===== config.mk =====
export PLATFORM = sky130hd
export DESIGN_NAME = pr_hssi_link_ctrl
export DESIGN_NICKNAME = d
export VERILOG_FILES = /design/src/rtl/pr_hssi_link_ctrl.sv
export SDC_FILE = /design/constraint.sdc
export NUM_CORES = 1
export LEC_CHECK = 0
export BUFFER_PORTS_ARGS = -buffer_cell sky130_fd_sc_hd__clkbuf_2
export CAP_MARGIN = 20
export CORE_MARGIN = 5
export CORE_UTILIZATION = 31
export DETAILED_ROUTE_END_ITERATION = 8
export HOLD_SLACK_MARGIN = 0.02
export PLACE_DENSITY = 0.55
export SKIP_LAST_GASP = 1
export SYNTH_ARGS = -nofsm -noshare
export SYNTH_HDL_FRONTEND = slang
export SYNTH_SLANG_ARGS = --single-unit

===== constraint.sdc =====
create_clock -name pClk -period 3 [get_ports pClk]
set_input_delay 0.3 -clock pClk [delete_from_list [all_inputs] [get_ports pClk]]
set_output_delay 0.3 -clock pClk [all_outputs]
set_load 0.01 [all_outputs]

===== src/rtl/pr_hssi_link_ctrl.sv =====
`default_nettype none
// ============================================================================
// Module   : pr_hssi_link_ctrl
// Brief    : Bring-up and supervision sequencer for the AFU-side HSSI link.
//            Orders TX/RX analog and digital resets against PLL lock,
//            calibration, CDR lock and block lock, retries on timeout and
//            reports link_up / link_fail.
// Options  : PR_HSSI_LINK_CTRL_AUTO_RECOVER_EN - when defined, block-lock loss
//            in UP re-runs the RX bring-up instead of failing the link.
// Revision : 1.0 - initial release
// ============================================================================
module pr_hssi_link_ctrl #(
  parameter int unsigned NUM_LANES     = 4,
  parameter int unsigned RST_CYCLES    = 16,
  parameter logic [19:0] TIMEOUT       = 20'd100000,
  parameter int unsigned STABLE_CYCLES = 64,
  parameter int unsigned MAX_RETRY     = 3
) (
  input  logic                 pClk,
  input  logic                 pck_cp2af_softReset,
  input  logic                 start,
  input  logic                 init_done,
  input  logic                 tx_pll_locked,
  input  logic                 tx_cal_busy,
  input  logic                 rx_cal_busy,
  input  logic [NUM_LANES-1:0] rx_is_lockedtodata,
  input  logic [NUM_LANES-1:0] rx_enh_blk_lock,
  output logic                 tx_analogreset,
  output logic                 tx_digitalreset,
  output logic                 rx_analogreset,
  output logic                 rx_digitalreset,
  output logic                 link_up,
  output logic                 link_fail,
  output logic [1:0]           retry_cnt,
  output logic [3:0]           state_o
);

  typedef enum logic [3:0] {
    ST_IDLE     = 4'd0,
    ST_TX_ARST  = 4'd1,
    ST_TX_WAIT  = 4'd2,
    ST_TX_DRST  = 4'd3,
    ST_RX_ARST  = 4'd4,
    ST_RX_WAIT  = 4'd5,
    ST_RX_DRST  = 4'd6,
    ST_BLK_WAIT = 4'd7,
    ST_UP       = 4'd8,
    ST_FAIL     = 4'd9
  } state_t;

  // Terminal counts: a state lasts N cycles when it leaves at count N-1.
  localparam logic [19:0] RST_LAST    = 20'(RST_CYCLES - 1);
  localparam logic [19:0] TMO_LAST    = TIMEOUT - 20'd1;
  localparam logic [19:0] STABLE_LAST = 20'(STABLE_CYCLES - 1);

  state_t      state;
  state_t      state_nxt;
  logic [19:0] timer;
  logic [19:0] stable_cnt;
  logic        retry_req;
  logic        retry_ok;
  logic [1:0]  retry_inc;
  logic        all_cdr;
  logic        all_blk;
  logic        pll_lost;
  logic        hold_done;
  logic        timed_out;
  logic [3:0]  rst_vec_nxt;

  assign all_cdr   = &rx_is_lockedtodata;
  assign all_blk   = &rx_enh_blk_lock;
  assign hold_done = (timer == RST_LAST);
  assign timed_out = (timer == TMO_LAST);
  // Once the RX side is being brought up, the TX PLL must stay locked.
  assign pll_lost  = !tx_pll_locked && (state >= ST_RX_ARST) && (state <= ST_UP);
  assign retry_ok  = (32'(retry_cnt) < MAX_RETRY);
  assign retry_inc = (retry_cnt == 2'd3) ? 2'd3 : retry_cnt + 2'd1;
  assign state_o   = state;

  // Next-state selection in priority order: start, PLL loss, state condition, timeout.
  always_comb begin
    state_nxt = state;
    retry_req = 1'b0;
    if (state == ST_FAIL) begin
      state_nxt = ST_FAIL;
    end else if (!start) begin
      state_nxt = ST_IDLE;
    end else if (pll_lost) begin
      retry_req = 1'b1;
    end else begin
      case (state)
        ST_IDLE:     if (init_done) state_nxt = ST_TX_ARST;
        ST_TX_ARST:  if (hold_done) state_nxt = ST_TX_WAIT;
        ST_TX_WAIT: begin
          if (tx_pll_locked && !tx_cal_busy) state_nxt = ST_TX_DRST;
          else if (timed_out)                retry_req = 1'b1;
        end
        ST_TX_DRST:  if (hold_done) state_nxt = ST_RX_ARST;
        ST_RX_ARST:  if (hold_done) state_nxt = ST_RX_WAIT;
        ST_RX_WAIT: begin
          if (!rx_cal_busy && all_cdr) state_nxt = ST_RX_DRST;
          else if (timed_out)          retry_req = 1'b1;
        end
        ST_RX_DRST:  if (hold_done) state_nxt = ST_BLK_WAIT;
        ST_BLK_WAIT: begin
          if (all_blk && (stable_cnt == STABLE_LAST)) state_nxt = ST_UP;
          else if (timed_out)                         retry_req = 1'b1;
        end
        ST_UP: begin
          if (!all_blk) begin
`ifdef PR_HSSI_LINK_CTRL_AUTO_RECOVER_EN
            state_nxt = ST_RX_ARST;
`else
            state_nxt = ST_FAIL;
`endif
          end
        end
        default:     state_nxt = ST_IDLE;
      endcase
    end
    if (retry_req) state_nxt = retry_ok ? ST_TX_ARST : ST_FAIL;
  end

  // Reset pattern {tx_analog, tx_digital, rx_analog, rx_digital} for the state being entered.
  always_comb begin
    rst_vec_nxt = 4'b1111;
    case (state_nxt)
      ST_TX_WAIT, ST_TX_DRST: rst_vec_nxt = 4'b0111;
      ST_RX_ARST:             rst_vec_nxt = 4'b0011;
      ST_RX_WAIT, ST_RX_DRST: rst_vec_nxt = 4'b0001;
      ST_BLK_WAIT, ST_UP:     rst_vec_nxt = 4'b0000;
      default:                rst_vec_nxt = 4'b1111;
    endcase
  end

  // State, timers, retry counter and registered outputs.
  always_ff @(posedge pClk) begin
    if (pck_cp2af_softReset) begin
      state           <= ST_IDLE;
      timer           <= '0;
      stable_cnt      <= '0;
      retry_cnt       <= 2'd0;
      tx_analogreset  <= 1'b1;
      tx_digitalreset <= 1'b1;
      rx_analogreset  <= 1'b1;
      rx_digitalreset <= 1'b1;
      link_up         <= 1'b0;
      link_fail       <= 1'b0;
    end else begin
      state <= state_nxt;
      // The timeout timer runs across block-lock drops; only a state change clears it.
      timer <= (state_nxt != state) ? '0 : timer + 20'd1;
      // Consecutive all-lanes-locked cycles within one BLK_WAIT visit.
      if ((state == ST_BLK_WAIT) && (state_nxt == ST_BLK_WAIT) && all_blk)
        stable_cnt <= stable_cnt + 20'd1;
      else
        stable_cnt <= '0;
      if (state_nxt == ST_IDLE)
        retry_cnt <= 2'd0;
      else if (retry_req && retry_ok)
        retry_cnt <= retry_inc;
      tx_analogreset  <= rst_vec_nxt[3];
      tx_digitalreset <= rst_vec_nxt[2];
      rx_analogreset  <= rst_vec_nxt[1];
      rx_digitalreset <= rst_vec_nxt[0];
      link_up         <= (state_nxt == ST_UP);
      link_fail       <= (state_nxt == ST_FAIL);
    end
  end

endmodule
`default_nettype wire


### Yosys cells after proc, flatten, opt, wreduce, memory -nomap -nowiden

Cells that the tools add are included.

| word-level totals | value |
|---|---|
| flip-flop bits (word level) | 52 |
| input bits | 15 |

| cells by class | value |
|---|---|
| eq/ne operators | 22 |
| magnitude comparators | 3 |
| bitwise operators | 1 |
| add/subtract/negate cells | 3 |
| muxes and demuxes | 25 |
| reduce and logical (&&, ||, !) cells | 21 |

Operators by type and width:

| kind | number |
|---|---|
| two-way mux 4 bit | 14 |
| adder 20 x 1 -> 20 bit (second input constant) | 2 |
| one-hot mux 4 bit (9 select lines) | 1 |
| == test 4 x 3 -> 1 bit (second input constant) | 8 |
| == test 20 x 17 -> 1 bit (second input constant) | 1 |
| == test 20 x 4 -> 1 bit (second input constant) | 1 |
| == test 20 x 6 -> 1 bit (second input constant) | 1 |
| == test 4 x 2 -> 1 bit (second input constant) | 4 |
| == test 4 bit (second input constant) | 4 |
| one-hot mux 4 bit (4 select lines) | 1 |
| OR reduction 2 bit | 6 |
| logical AND 1 bit | 8 |
| zero test 4 bit | 2 |
| AND reduction 4 bit | 2 |
| two-way mux 1 bit | 7 |
| == test 4 x 1 -> 1 bit (second input constant) | 1 |
| >= comparator 4 x 3 -> 1 bit (second input constant) | 1 |
| <= comparator 4 bit (second input constant) | 1 |
| != test 4 bit | 1 |
| zero test 1 bit | 3 |
| one-hot mux 1 bit (3 select lines) | 1 |
| adder 2 x 1 -> 2 bit (second input constant) | 1 |
| == test 2 bit (second input constant) | 1 |
| < comparator 2 bit (second input constant) | 1 |
| 2 further kinds | 2 |

### Logic depth before layout (Yosys ltp)

Gate-level depths: netlist (run 1).

| logic depth | value |
|---|---|
| depth in word-level cells | 13 |
| mapped depth | 11 |
| gate-level depth less buffers | 8 |

### Worst setup path before layout (run 1)

OpenSTA, ideal clock, no wires.

| timing | value |
|---|---|
| path kind | register to register |
| start point | reg stable_cnt[0] |
| end point | reg tx_analogreset |
| data arrival time | 2.540 ns |
| stages on the path, launching flop included | 11 |
| setup slack | 0.344 ns |
| buffers on the path | 2 |
| data required time | 2.885 ns |
| cell sequence | dfxtp_1 > ha_1 > nand3_1 > or2_1 > buf_2 > o31a_1 > o41ai_4 > and3_1 > buf_4 > or3b_1 > a31o_1 |

| between the ends | value |
|---|---|
| cells in the longest elaborated chain, start to end | 11 |
| elaborated cells between the ends (all ways) | 24 |
| classes of those cells | eq/ne (8); mux (12); reduce/logical (4) |

RTL lines:

| item | RTL line | text |
|---|---|---|
| start: declaration | 59 | `logic [19:0] stable_cnt;` |
| start signal: assignment | 155 | `stable_cnt <= stable_cnt + 20'd1;` |
| == test 20 x 6 -> 1 bit (*) | 106 | `if (all_blk && (stable_cnt == STABLE_LAST)) state_nxt = ST_UP;` |
| logical AND 1 bit (*) | 106 |  |
| two-way mux 4 bit / two-way mux 1 bit (equally long branches) | 106 |  |
| one-hot mux 4 bit (9 select lines) / one-hot mux 1 bit (3 select lines) (equally long branches) | 91 | `case (state)` |
| two-way mux 4 bit / two-way mux 1 bit (equally long branches) | 88 | `end else if (pll_lost) begin` |
| two-way mux 4 bit / two-way mux 1 bit (equally long branches) | 86 | `end else if (!start) begin` |
| two-way mux 4 bit / two-way mux 1 bit (equally long branches) | 84 | `if (state == ST_FAIL) begin` |
| two-way mux 4 bit (*) | 121 | `if (retry_req) state_nxt = retry_ok ? ST_TX_ARST : ST_FAIL;` |
| == test 4 x 3 -> 1 bit, or another cell as far along | 127 | `case (state_nxt)` |
| OR reduction 2 bit | 127 |  |
| one-hot mux 4 bit (4 select lines) (*) | 127 |  |
| end signal: assignment | 162 | `tx_analogreset <= rst_vec_nxt[3];` |
| end: declaration | 28 | `output logic tx_analogreset,` |

Mark *: on every way between the ends. The rest lies on a longest branch, timed or not.
A chain may end at the register's enable or synchronous reset.

### Worst setup path in the final report (run 1)

| timing | value |
|---|---|
| start point | reg stable_cnt[10] |
| end point | reg tx_analogreset |

Same word-level chain as after synthesis.

==> impl_metrics.json, run 1 <==
{
  "outcome": "completed",
  "holdPathStages": 2,
  "post_cts_buffers": 0,
  "area_delta_synth_final_pct": 11.7,
  "gp_congestion": 0.796,
  "die_w_um": 105,
  "internal-power_w": 0.000907,
  "pre_cts_ws_ps": 221,
  "num_antenna_cells": 0,
  "grt_pass1_wl_um": 10800,
  "synth_top_family_by_area": "simple AND/OR/NAND/NOR gates",
  "hold_start": "pck_cp2af_softReset",
  "slew_headroom_pct": 68.9,
  "hold_viol_final": 0,
  "r2r_slack_ps": 210,
  "clock_path_buffers": 2,
  "postRouteAntennaNets": 0,
  "criticalPathCategory": "reg2reg",
  "start_util_pct": 31.8,
  "dp_hpwl_um": 4590,
  "hold_path_end": "retry_cnt[1]$_SDFFE_PP0P_",
  "max_clock_freq_mhz": 358,
  "io_buffers": 26,
  "cts_root_buf": "clkbuf_8",
  "grt_usage_pct": 11.3,
  "final_common_cell": "dfxtp_1",
  "ctsResizeCount": 0,
  "drc": 0,
  "vias": 2416,
  "crit_arrival_ps": 2990,
  "hold_class": "in2reg",
  "switching_share_pct": 22.0,
  "p_sw_w": 0.000256,
  "final-setup-viol-count": 0,
  "tritoncts": "built",
  "p_clk_share_pct": 34.6,
  "p_seq_share_pct": 60.0,
  "r2r_cells": 7,
  "setup_tns_ps": 0,
  "grt_overflow": 0,
  "clock_sinks": 52,
  "fin_crit_sh_pct": 93.1,
  "fin_util_pct": 35.5,
  "skew_ps": 9.41,
  "worstPathMaxFanout": 8,
  "yosysTopAreaCell": "dfxtp_1",
  "wl_per_cell_um": 13.4,
  "p_leak_nw": 1.10,
  "max-vdd-ir-drop_uv": 148,
  "nFillCells": 925,
  "fp.dieH_um": 105,
  "drive_gt1_share_pct": 13.6,
  "ys_ff_latch": 52,
  "htree_levels": 2,
  "synth_cells": 336,
  "drtIter0Drc": 63,
  "ys_seq_area_share_pct": 37.3,
  "crit_path_start": "stable_cnt[10]$_SDFF_PP0_",
  "endpoint_kind": "flop",
  "via_per_inst": 5.17,
  "post_synth.cell_area_avg_um2": 8.30,
  "fin_nets": 375,
  "ys_types": 56,
  "synth-main-ff-cell": "dfxtp_1",
  "timing.final.max_slew_violations": 0,
  "rows": 34,
  "antenna_found_initial": 0,
  "syn-num-nets": 353,
  "p_comb_share_pct": 5.4,
  "layout_common_cells": "52 x dfxtp_1, 41 x nor2_1, 26 x clkbuf_2, 25 x nor4_1, 24 x nand2_1",
  "cts_buffers": 5,
  "synth_top_area_share_pct": 37.3,
  "synth-compound-area-share_pct": 11.8,
  "cts.clk_slew.worst_paths_ps": 90,
  "period_needed_ps": 2790,
  "clk_latency_ps": 300,
  "dieArea_um2": 11000,
  "max_cap_violations": 0,
  "grt_max_degree": 21,
  "cp.required_ps": 3200,
  "firstDrtPassIters": 4,
  "synth-xor-area-share_pct": 11.3,
  "yosysWarnings": 0,
  "routed_wl_um": 6250,
  "reg2reg_from": "stable_cnt[10]$_SDFF_PP0_",
  "async_flop_share_pct": 0,
  "tightest_slew_ps": 462,
  "start_kind": "flop",
  "rsz0062_at_grt": "false",
  "synth.cell_area_um2": 2790,
  "synthTopCellsByArea": "dfxtp_1 37%, xor2_1 6.3%, nor4_1 5.6%",
  "synth_fa_ha_area_share_pct": 0.897,
  "power_w": 0.00116,
  "ios": 27,
  "setup_ws_ps": 206,
  "cts_hold_buf": 0,
  "powerDensity_nw_per_um2": 373,
  "core_region_area_um2": 8760,
  "muxShareOfSynthArea_pct": 0,
  "reg2reg_to": "tx_analogreset$_SDFF_PP1_",
  "synth_edf_count": 0,
  "grt_pass1_vias": 2342,
  "synthSimpleGateAreaFrac_pct": 34.5
}
-- power groups by stage --
stage / clock (W) / combinational, W / sequential [W]
3_3_place_gp: 0 / 0.0000604 / 0.000714
6_report: 0.000402 / 0.0000626 / 0.000697
3_5_place_dp: 0 / 0.0000620 / 0.000714
4_1_cts: 0.000424 / 0.0000625 / 0.000698
5_1_grt: 0.000448 / 0.0000684 / 0.000698
2_1_floorplan: 0 / 0.0000412 / 0.000712
-- worst max path at each step --
stage | endpoint | slack (ps) | depth (start not counted)
floorplan | tx_analogreset$_SDFF_PP1_ | 340 | 10
global placement | tx_analogreset$_SDFF_PP1_ | 340 | 8
detailed placement | tx_analogreset$_SDFF_PP1_ | 220 | 7
CTS | tx_analogreset$_SDFF_PP1_ | 210 | 7
global route | tx_analogreset$_SDFF_PP1_ | 70 | 7
finish | tx_analogreset$_SDFF_PP1_ | 210 | 7
-- cell usage after synthesis (all sizes together) (8+ instances only) --
library cell / n
nor3: 8
nand2: 24
nand4: 9
clkbuf: 13
nand3: 20
inv: 9
xnor2: 16
xor2: 20
nor2: 41
nor4: 27
dfxtp: 52
and3: 9
-- worst max-delay path: stages (launching register included) --
cell	delay, ps
dfxtp_1	360
nor4_1	330
nand4_1	200
o31a_1	430
o41ai_4	410
and3_1	350
or3b_1	390
a31o_1	220
-- stage by stage --
step	hold slack (ps)	instances	instance area [um^2]
after floorplan	425	336	2790
after global placement	439	459	3020
after detailed placement	449	459	3020
after CTS	330	467	3110
after global routing	357	467	3110
final	355	467	3110
-- sequential cells by signal (all words and copies together), names as in the netlist --
name,count
link_fail,1
link_up,1
retry_cnt,2
rx_analogreset,1
rx_digitalreset,1
stable_cnt,20
state_o,4
timer,20
tx_analogreset,1
tx_digitalreset,1
-- per-layer routing --
layer  up-vias  wire (um)  GRT usage (%)
met3         8        323           3.27
met2        53       2710           17.5
met4         0         87           3.38
met1      1100       3130           15.3
met5         -          0              0
li1       1255          -              -
-- kinds of logic (layout without fill, tap and decap cells) --
group	count (synthesis)	in the layout
simple gates	176	176
flops	52	52
compound gates	43	43
xor+xnor	36	36
buf+inv	27	50
fa+ha+maj	2	2
-- cell type report --
class                   instances  area (um^2)  share of cell area, %
multi-input cells             257         1630                   52.4
flip-flops and latches         52         1040                   33.4
repair buffers                 33          183                   5.87
well taps                     108          135                   4.34
clock buffers                   8         90.1                   2.89
inverters                       9         33.8                   1.08
Note: power is estimated with default switching activity, not from simulation.
==> run 2: changes to the inputs <==
--- a/config.mk
+++ b/config.mk
@@ -8,10 +8,10 @@
 export BUFFER_PORTS_ARGS = -buffer_cell sky130_fd_sc_hd__clkbuf_2
 export CAP_MARGIN = 20
 export CORE_MARGIN = 5
-export CORE_UTILIZATION = 31
+export CORE_UTILIZATION = 59
 export DETAILED_ROUTE_END_ITERATION = 8
 export HOLD_SLACK_MARGIN = 0.02
-export PLACE_DENSITY = 0.55
+export PLACE_DENSITY = 0.88
 export SKIP_LAST_GASP = 1
 export SYNTH_ARGS = -nofsm -noshare
 export SYNTH_HDL_FRONTEND = slang
==> impl_metrics.json, run 2 (synthesis results as in run 1) <==
{
  "outcome": "completed",
  "critical_path.cell_chain": "ha_1, nand3_1, or2_1, o31a_1, o41ai_4, and3_2, or3b_1, a31o_1",
  "fin_nets": 372,
  "clock_path_buffers": 2,
  "start_util_pct": 59.8,
  "area_delta_synth_final_pct": 9.47,
  "worstPathMaxFanout": 8,
  "layout_common_cells": "52 x dfxtp_1, 41 x nor2_1, 26 x clkbuf_2, 25 x nor4_1, 24 x nand2_1",
  "criticalPathCategory": "reg2reg",
  "cts_root_buf": "clkbuf_8",
  "clock_sinks": 52,
  "via_per_inst": 6.19,
  "crit_arrival_ps": 3080,
  "die_w_um": 78.8,
  "final-setup-viol-count": 0,
  "dieArea_um2": 6200,
  "firstDrtPassIters": 5,
  "cts.clk_slew.worst_paths_ps": 100,
  "cts_buffers": 5,
  "ios": 27,
  "cp.required_ps": 3210,
  "final_common_cell": "dfxtp_1",
  "grt_pass1_wl_um": 10500,
  "dpl_cell_area_um2": 2930,
  "worst_path_dominant_cell_family": "simple AND/OR/NAND/NOR gates",
  "grt_usage_pct": 20.8,
  "max-vdd-ir-drop_uv": 294,
  "slowest_delay_ps": 450,
  "crit_buf_inv": 0,
  "drtIter0Drc": 296,
  "max_cap_violations": 0,
  "core_region_area_um2": 4660,
  "antenna_found_initial": 0,
  "rows": 25,
  "cp_slowest_cell": "o41ai_4",
  "num_antenna_cells": 0,
  "hold_class": "in2reg",
  "skew_ps": 9.62,
  "grt_overflow": 0,
  "routed_wl_um": 6070,
  "timing.final.max_slew_violations": 0,
  "setup_tns_ps": 0,
  "fin_crit_sh_pct": 95.4,
  "postRouteAntennaNets": 0,
  "fp.dieH_um": 78.8,
  "endpoint_kind": "flop",
  "dp_hpwl_um": 4310,
  "tightest_slew_ps": 501,
  "start_kind": "flop",
  "powerDensity_nw_per_um2": 404,
  "drc": 0,
  "period_needed_ps": 2860,
  "io_buffers": 26,
  "max_clock_freq_mhz": 349,
  "wl_per_cell_um": 14.8,
  "gp_congestion": 0.913,
  "grt_max_degree": 21,
  "slew_headroom_pct": 66.2,
  "rsz0062_at_grt": "true",
  "tritoncts": "built",
  "clk_latency_ps": 310,
  "vias": 2539,
  "post_cts_buffers": 0,
  "grt_pass1_vias": 2324,
  "design_area_um2": 3050,
  "drive_gt1_share_pct": 14.0,
  "htree_levels": 2,
  "p_leak_nw": 1.10,
  "hold_viol_final": 0
}
## run 2: cell count changes in the layout (fill, tap and decap cells not counted), sizes merged
cell and change:
clkbuf -3, buf -3, bufinv +1, clkinv +1, clkinvlp +1
## run 2: layout make-up
class / count / area, um^2
multi-input combinational: 257 / 1640
fill: 375 / 1610
sequential: 52 / 1040
timing repair buffer: 30 / 160
clock buffer: 5 / 68.8
tap: 54 / 67.6
clock inverter: 3 / 42.5
inverter: 9 / 33.8
## run 2: final timing paths
kind	slack, ps	to	from	cells after the start
min reg2reg	450	timer[0]$_SDFF_PP0_	timer[0]$_SDFF_PP0_	1
max reg2reg	140	tx_analogreset$_SDFF_PP1_	stable_cnt[0]$_SDFF_PP0_	8
max	140	tx_analogreset$_SDFF_PP1_	stable_cnt[0]$_SDFF_PP0_	8
min	330	retry_cnt[0]$_SDFFE_PP0P_	pck_cp2af_softReset	2
## run 2: where the power goes
| part | leakage (nW) | total [W] | internal [W] | switching [W] |
|---|---|---|---|---|
| registers | 0.419 | 0.000697 | 0.000693 | 0.00000418 |
| logic | 0.624 | 0.0000634 | 0.0000254 | 0.0000380 |
| clock network | 0.0541 | 0.000473 | 0.000247 | 0.000226 |
| total | 1.10 | 0.00123 | 0.000966 | 0.000268 |
## run 2: repair_timing
action / CTS / global route
setup endpoints to repair: 0 / 8
hold buffers: 0 / 0
gates resized for setup: 0 / 2
## run 2: stage by stage
step	hold WS [ps]	worst slack [ps]	utilization, %	std cells	total power, W
2_1_floorplan	425	344	-	336	0.000753
3_3_place_gp	436	267	63.0	402	0.000772
3_5_place_dp	447	136	63.0	402	0.000775
4_1_cts	322	122	65.3	410	0.00124
5_1_grt	365	-16.0	65.5	410	0.00128
6_report	333	138	65.5	410	0.00123
## run 2: layer usage
layer  up-vias  track usage [%]  routed length (um)
met3        11             3.63                 338
met4         0             8.04                 104
li1       1253                -                   -
met5         -                0                   0
met1      1175             27.2                2720
met2       100             34.0                2910
==> run 3: changes to the inputs <==
--- a/config.mk
+++ b/config.mk
@@ -8,10 +8,10 @@
 export BUFFER_PORTS_ARGS = -buffer_cell sky130_fd_sc_hd__clkbuf_2
 export CAP_MARGIN = 20
 export CORE_MARGIN = 5
-export CORE_UTILIZATION = 59
+export CORE_UTILIZATION = 53
 export DETAILED_ROUTE_END_ITERATION = 8
 export HOLD_SLACK_MARGIN = 0.02
-export PLACE_DENSITY = 0.88
+export PLACE_DENSITY = 0.83
 export SKIP_LAST_GASP = 1
 export SYNTH_ARGS = -nofsm -noshare
 export SYNTH_HDL_FRONTEND = slang
==> constraint.sdc (replaced) <==
create_clock -name pClk -period 2.4 [get_ports pClk]
set_input_delay 0.24 -clock pClk [delete_from_list [all_inputs] [get_ports pClk]]
set_output_delay 0.24 -clock pClk [all_outputs]
set_load 0.01 [all_outputs]
==> impl_metrics.json, run 3 (synthesis results as in run 1) <==
{
  "timing.final.max_slew_violations": 0,
  "fin_crit_sh_pct": 102,
  "endpoint_kind": "flop",
  "cp.required_ps": 2620,
  "powerDensity_nw_per_um2": 422,
  "firstDrtPassIters": 7,
  "ios": 27,
  "layout_common_cells": "50 x buf_4, 41 x dfxtp_1, 38 x nor2_1, 26 x clkbuf_2, 24 x nand2_1",
  "rsz0062_at_grt": "true",
  "final-setup-viol-count": 13,
  "violations": "setup timing",
  "cts_root_buf": "clkbuf_8",
  "final_common_cell": "buf_4",
  "rows": 26,
  "clock_path_buffers": 2,
  "antenna_found_initial": 0,
  "cts.clk_slew.worst_paths_ps": 100,
  "grtUsageMet2_pct": 38.5,
  "slew_headroom_pct": 65.4,
  "tritoncts": "built",
  "setup_tns_ps": -268,
  "num_antenna_cells": 0,
  "grt_max_degree": 21,
  "via_per_inst": 6.15,
  "holdPathStages": 2,
  "period_needed_ps": 2440,
  "max_clock_freq_mhz": 409,
  "routed_wl_um": 8290,
  "fin_util_pct": 75.4,
  "worstPathMaxFanout": 10,
  "cts_hold_buf": 0,
  "grt_overflow": 0,
  "worst_path_dominant_cell_family": "simple AND/OR/NAND/NOR gates",
  "htree_levels": 2,
  "io_buffers": 26,
  "cts_buffers": 5,
  "drive_gt1_share_pct": 37.7,
  "seqCellArea_um2": 1050,
  "hold_class": "in2reg",
  "cpMostUsedCell": "nor4_2",
  "cp_slowest_cell": "dfxtp_1",
  "dp_hpwl_um": 4960,
  "start_util_pct": 54.6,
  "crit_cells": 10,
  "gp_congestion": 1.00,
  "tightest_slew_ps": 514,
  "r2r_cells": 10,
  "area_delta_synth_final_pct": 38.0,
  "postRouteAntennaNets": 0,
  "wl_per_cell_um": 17.3,
  "critical_path.cell_chain": "nor4_2, buf_4, and4_4, a21oi_2, o41ai_4, a21o_2, nand4_1, buf_6, buf_12, nor4_2",
  "fp.dieH_um": 82.5,
  "nFillCells": 312,
  "drc": 0,
  "drtIter0Drc": 246,
  "core_region_area_um2": 5110,
  "crit_buf_inv": 3,
  "setup_ws_ps": -44.8,
  "dieArea_um2": 6810,
  "die_w_um": 82.5,
  "top_usage_layer": "met2",
  "grt_pass1_wl_um": 12000,
  "p_leak_nw": 1.43,
  "clock_sinks": 52,
  "outcome": "finished, violations left",
  "use_met1_pct": 28.5,
  "skew_ps": 13.4,
  "multiInputGateArea_um2": 1930,
  "hold_viol_final": 0,
  "max_cap_violations": 0,
  "criticalPathCategory": "reg2reg",
  "clk_latency_ps": 320,
  "vias": 2947,
  "max-vdd-ir-drop_uv": 279,
  "fin_nets": 425,
  "start_kind": "flop",
  "grt_usage_pct": 22.3,
  "grt_pass1_vias": 2617,
  "crit_arrival_ps": 2660,
  "hold_ws_ps": 266,
  "slowest_delay_ps": 350,
  "gr-usage-met3_pct": 4.45
}
==> run 3: cell types whose count changed in the layout (fill, tap and decap cells not counted), sizes merged <==
| cell | previous run | this run |
|---|---|---|
| buf | 4 | 56 |
| clkinvlp | 1 | 0 |
| clkbuf | 31 | 33 |
==> run 3: layout make-up <==
type | instances | share of cell area, %
Sequential cell | 52 | 27.4
Clock buffer | 6 | 1.89
Timing Repair Buffer | 83 | 16.4
Clock inverter | 2 | 0.910
Inverter | 9 | 0.878
Multi-Input combinational cell | 257 | 50.2
Tap cell | 70 | 2.28
==> run 3: through the flow <==
step	setup WS, ps	cells	total power (W)	instance area, um^2
global placement	1.93	462	0.000992	3370
global route	-121	479	0.00168	3850
CTS	-13.8	473	0.00159	3550
detailed placement	-72.3	462	0.000995	3370
floorplan	-88.4	336	0.000947	2840
finish	-44.8	479	0.00162	3850
==> run 3: worst paths after layout <==
check,start,endpoint,slack [ps]
worst max-delay path,timer[8]$_SDFF_PP0_,timer[13]$_SDFF_PP0_,-40
worst min-delay path,pck_cp2af_softReset,retry_cnt[0]$_SDFFE_PP0P_,270
worst max register to register,timer[8]$_SDFF_PP0_,timer[13]$_SDFF_PP0_,-40
worst min register to register,stable_cnt[0]$_SDFF_PP0_,stable_cnt[0]$_SDFF_PP0_,530
==> run 3: timing repair <==
item,CTS,global route
gates resized for setup,8,48
buffers inserted,3,4
setup endpoints to repair,25,48
cloned,0,2
pin swaps,2,10
==> run 3: power by group <==
group | leakage (nW) | internal [W] | switching, W
Combinational | 0.950 | 0.0000723 | 0.0000762
Sequential | 0.425 | 0.000867 | 0.00000609
Clock | 0.0552 | 0.000310 | 0.000293
==> run 3: routing by layer <==
metal	up-vias	routed length (um)
li1	1366	-
met1	1410	3410
met2	146	4150
met3	25	546
met4	0	192
met5	-	0
